===== config.mk =====
export PLATFORM = sky130hd
export DESIGN_NAME = icache_refill
export DESIGN_NICKNAME = d
export VERILOG_FILES = /design/src/rtl/icache_refill.sv
export SDC_FILE = /design/constraint.sdc
export NUM_CORES = 1
export LEC_CHECK = 0
export CORE_UTILIZATION = 39
export CTS_CLUSTER_SIZE = 14
export DETAILED_ROUTE_END_ITERATION = 16
export GPL_TIMING_DRIVEN = 0
export HOLD_SLACK_MARGIN = 0.02
export PLACE_DENSITY_LB_ADDON = 0.15
export RECOVER_POWER = 50
export SLEW_MARGIN = 10
export SYNTH_ARGS = -nofsm -noshare
export SYNTH_HDL_FRONTEND = slang
export SYNTH_SLANG_ARGS = --single-unit

===== constraint.sdc =====
create_clock -name clk -period 1.8 [get_ports clk]
set_clock_uncertainty 0.2 [all_clocks]
set_input_delay 0.18 -clock clk [delete_from_list [all_inputs] [get_ports clk]]
set_output_delay 0.18 -clock clk [all_outputs]
set_load 0.02 [all_outputs]

===== src/rtl/icache_refill.sv =====
// rtl/icache_refill.sv - instruction cache miss refill FSM, critical-word-first wrapping burst
// Optional critical-word forward port enabled by defining ICACHE_REFILL_FWD_EN.
module icache_refill #(
    parameter int BURST = 4
) (
    input  logic        clk,
    input  logic        rst,
    input  logic        i_miss,
    input  logic [31:0] i_addr,
    input  logic        i_abort,
    output logic        o_busy,
    output logic        o_mreq,
    output logic [31:0] o_maddr,
    input  logic        i_mack,
    input  logic [31:0] i_mdata,
    output logic        o_wen,
    output logic [31:0] o_waddr,
    output logic [31:0] o_wdata
`ifdef ICACHE_REFILL_FWD_EN
    ,
    output logic        o_fwd_valid,
    output logic [31:0] o_fwd_data
`endif
);

    localparam int CW = (BURST > 1) ? $clog2(BURST) : 1;
    localparam logic [CW-1:0] LAST = CW'(BURST - 1);
    localparam logic [31:0] BLK_MASK = 32'(BURST * 4 - 1);

    typedef enum logic [1:0] {IDLE, REQ, WR} state_t;

    state_t         state, state_nxt;
    logic [31:0]    base_addr;
    logic [31:0]    cur_addr;
    logic [31:0]    cap_addr;
    logic [31:0]    cap_data;
    logic [CW-1:0]  count;
    logic           abort_pend;
    logic           load;
    logic           capture;
    logic           advance;
    logic [31:0]    next_addr;

    // Offset within the aligned block wraps; upper bits come from the miss address.
    assign next_addr = (base_addr & ~BLK_MASK) | ((cur_addr + 32'd4) & BLK_MASK);

    always_comb begin
        state_nxt = state;
        load      = 1'b0;
        capture   = 1'b0;
        advance   = 1'b0;
        case (state)
            IDLE: begin
                if (i_miss && !i_abort) begin
                    state_nxt = REQ;
                    load      = 1'b1;
                end
            end
            REQ: begin
                // An ack in the abort cycle still delivers its word.
                if (i_mack) begin
                    state_nxt = WR;
                    capture   = 1'b1;
                end else if (i_abort) begin
                    state_nxt = IDLE;
                end
            end
            WR: begin
                if (abort_pend || i_abort || count == LAST) begin
                    state_nxt = IDLE;
                end else begin
                    state_nxt = REQ;
                    advance   = 1'b1;
                end
            end
            default: state_nxt = IDLE;
        endcase
    end

    always_ff @(posedge clk) begin
        if (rst) begin
            state      <= IDLE;
            base_addr  <= 32'd0;
            cur_addr   <= 32'd0;
            cap_addr   <= 32'd0;
            cap_data   <= 32'd0;
            count      <= '0;
            abort_pend <= 1'b0;
        end else begin
            state <= state_nxt;
            if (load) begin
                base_addr  <= i_addr & ~32'd3;
                cur_addr   <= i_addr & ~32'd3;
                count      <= '0;
                abort_pend <= 1'b0;
            end
            if (capture) begin
                cap_addr   <= cur_addr;
                cap_data   <= i_mdata;
                abort_pend <= i_abort;
            end
            if (advance) begin
                count    <= count + CW'(1);
                cur_addr <= next_addr;
            end
        end
    end

    assign o_busy  = (state != IDLE);
    assign o_mreq  = (state == REQ);
    assign o_maddr = cur_addr;
    assign o_wen   = (state == WR);
    assign o_waddr = cap_addr;
    assign o_wdata = cap_data;

`ifdef ICACHE_REFILL_FWD_EN
    assign o_fwd_valid = (state == WR) && (count == '0);
    assign o_fwd_data  = cap_data;
`endif

endmodule


==> impl_results.md <==
* Die area at between 10000 and 15000 um2
* RR Endpoint: o_maddr[20]$_SDFFE_PP0P_
* Number of flops mapped to enable cells by yosys at 0
* Setup Total Neg Slack at 0 ns
* Root Buffer: clkbuf_8
* Vias after detailed routing at 4048
* Final count of negative-setup-slack endpoints at 0
* DR pass1 iterations at 5
* GRT Total Usage at approximately 22%
* Sequential power share at 43.3%
* Ys async rst share at 0%
* Worst Path Required at ~2.0 ns
* Reg2Reg Depth at 5
* Post-synth top cells: dfxtp_1 (125), nand2_1 (87), a22o_1 (62), a21oi_1 (29)
* Die H at roughly 110 um
* Fmax at approximately 560 MHz
* Cell area after synthesis at 4350 um2
* Sw Ratio at 23.2%
* Clock power share at between 40% and 50%
* I/O Pins at ~170
* XOR/XNOR share of the synthesized area at 0%
* Share of layout cells above drive strength 1 at 15.3%
* Multiplexer share of the synthesized area at 0%
* CP Max Fanout at 10
* Drt drc at 0
* CP cell instances: or4b_4 > buf_6 > buf_4 > nand2_1 > a311oi_2
* Placeable Area at approximately 11000 um2
* Slowest stage delay, CP at roughly 0.54 ns
* Layout Utilization at between 60 and 70%
* Overall die width at between 100 and 150 um
* Psw at around 1600 uW
* Worst R2R Start: state[0]$_SDFFE_PP0P_
* Logic pwr share at under 10%
* Leak Pwr at between 0.003 and 0.004 uW
* Post-Synth Simple-Gate Area at a little over an eighth
* Hold Slack at 0.0433 ns
* Hold WC Path Type: in -> reg
* Initial DRC count at about 250
* Starting Density at roughly two fifths
* Critical path class: reg -> reg
* Worst setup endpoint: o_maddr[20]$_SDFFE_PP0P_
* Startpoint Class: register
* Ys flop type: dfxtp_1
* Adder-cell share of the synthesized area at 0.288%
* Total Power at a little under 7000 uW
* Final nets at 685
* Max Cap Viol at 0
* Port bufs at 160
* Most instantiated library cell after synthesis: dfxtp_1
* Synth area leaders: dfxtp_1 (58%), a22o_1 (12%), nand2_1 (7.5%)
* Wirelength per Cell at between 15 and 20 um
* Hpwl dp at 8.70 mm
* Avg Cell Area, Syn at ~10 um2
* Max-slew headroom at roughly 62%
* Post-synthesis compound-gate area fraction at between 20% and 30%
* Largest family of logic cells by synthesized area: compound AO/OA/AOI/OAI gates
* CTS Sinks at about 130
* Internal at around 5200 uW
* Cells after Synth at ~430
* Synthesis-stage register bit count at 125
* Yosys warning count at 0
* Non-filler instance count after layout at about 770
* First-pass GRT wire length at slightly below 20 mm
* Vias in the first global route at 3929
* Min Tclk post-route at between 1.5 and 2 ns
* P per Cell Area at 996 nW/um2
* Synth area leader: dfxtp_1
* Hold Violations, Final at 0
* Unrepaired setup endpoints after global routing: true
* CTS Buf Count at 17
* Final slew viol count at 0
* Inserted Diodes at 0
* Clk slew on worst S/H paths at about 0.060 ns
* Post-synthesis sequential area ratio at a little under three fifths
* Status: completed
* Final Wtd Congestion at approximately 0.74
* Post-CTS Setup Bufs at 0
* Worst skew pair latency at approximately 0.5 ns
* Initial antenna violation count at 0
* H-Tree Depth at 4
* Final period utilization at about 100%
* Crit. Startpoint: state[0]$_SDFFE_PP0P_
* Vias per cell at about 5.3
* TritonCTS clock tree: done
* Distinct cell type count of the synthesized netlist at 32
* WP data arrival at approximately 2 ns
* Row cnt at 38
* Critical path's slowest cell: or4b_4
* Largest net degree at the start of global routing at 17
* CTS max path bufs at 2
* Worst vdd ir at ~0.79 mV
* Worst-Margin Slew at between 0.5 and 0.6 ns
* Layout area overhead at 56.3%
* Critical path capture point type: register
* Top-area cell type share of the netlist area at 57.6%
* Drt total wl at 12.9 mm
* Placed instance count at about 740
* Total gr overflow at 0
* FF-to-FF setup slack at between 0.004 and 0.005 ns
* Antenna-violating nets left at 0
## power by group through the flow
stage                     Clock, uW  Sequential (uW)  Combinational [uW]
after CTS                      3240             2930                 626
after global placement            0             2980                 645
after floorplan                   0             3040                 234
after detailed placement          0             2980                 654
final                          3190             2930                 647
after global routing           3380             2940                 692
## routing by layer
| layer | share of wire [%] | global-route usage [%] | vias to the layer above | wire, um |
|---|---|---|---|---|
| li1 | - | - | 1942 | - |
| met1 | 43 | 27.6 | 1933 | 5630 |
| met2 | 49 | 35.9 | 161 | 6280 |
| met3 | 6.8 | 7.32 | 12 | 879 |
| met4 | 1.2 | 7.63 | 0 | 155 |
| met5 | 0 | 0 | - | 0 |
## cell type report
type                    count  area [um2]
fillers                   899        4050
flip-flops and latches    125        2510
multi-input cells         265        1750
repair buffers            161        1490
clock buffers              25         504
plain buffers              44         299
well taps                 140         175
clock inverters             6        57.6
inverters                   1        3.75
## layout by cell type, fill, tap and decap left out, types with 5 or more instances in the layout
| master | count |
|---|---|
| dfxtp_1 | 121 |
| dlygate4sd2_1 | 92 |
| nand2_1 | 86 |
| clkdlybuf4s50_1 | 65 |
| a22o_1 | 62 |
| a21oi_1 | 29 |
| a311oi_1 | 25 |
| nor3_1 | 18 |
| buf_4 | 16 |
| clkbuf_16 | 16 |
| clkbuf_1 | 10 |
| nor3_2 | 10 |
| clkbuf_8 | 9 |
| clkbuf_2 | 6 |
| buf_2 | 6 |
| clkbuf_4 | 5 |
## worst max-delay path: cells and delay by family, from the launching register on
kind | cells | cell delay, ns
buf+inv | 2 | 0.32
compound gates | 1 | 0.12
flops | 1 | 0.36
simple gates | 2 | 0.65
## cell families after synthesis
logic type / Yosys count
buf+inv: 46
fa+ha+maj: 1
simple gates: 130
flops: 125
other cells: 1
compound gates: 130
## worst min path at each step
stage	endpoint	depth (start not counted)	slack, ns	start
floorplan	o_wdata[0]$_SDFFE_PP0P_	1	0.11	i_mdata[0]
global placement	base_addr[12]$_SDFFE_PP0P_	2	0.24	base_addr[12]$_SDFFE_PP0P_
detailed placement	base_addr[17]$_SDFFE_PP0P_	2	0.25	base_addr[17]$_SDFFE_PP0P_
CTS	base_addr[15]$_SDFFE_PP0P_	3	0.02	i_addr[15]
global route	base_addr[11]$_SDFFE_PP0P_	3	0.03	i_addr[11]
finish	base_addr[15]$_SDFFE_PP0P_	3	0.04	i_addr[15]
## state kept, by name, summed over array words and instances, names as in the netlist
signal	count
o_wdata	32
count	2
state	2
abort_pend	1
o_waddr	30
base_addr	28
o_maddr	30
## through the flow
step | setup slack, ns | instance area (um2)
after floorplan | 0.0490 | 4360
after global placement | -0.449 | 6140
after detailed placement | -0.491 | 6140
after CTS | -0.00141 | 6650
after global routing | -0.0325 | 6790
final | 0.00454 | 6790
## timing repair
action	in CTS	in global routing
resized for setup	129	50
hold buffers	1	0
endpoints found under the setup margin	207	80
pin swaps	0	2
endpoints found under the hold margin	1	0
No activity file was read; power rests on OpenSTA's default activity.
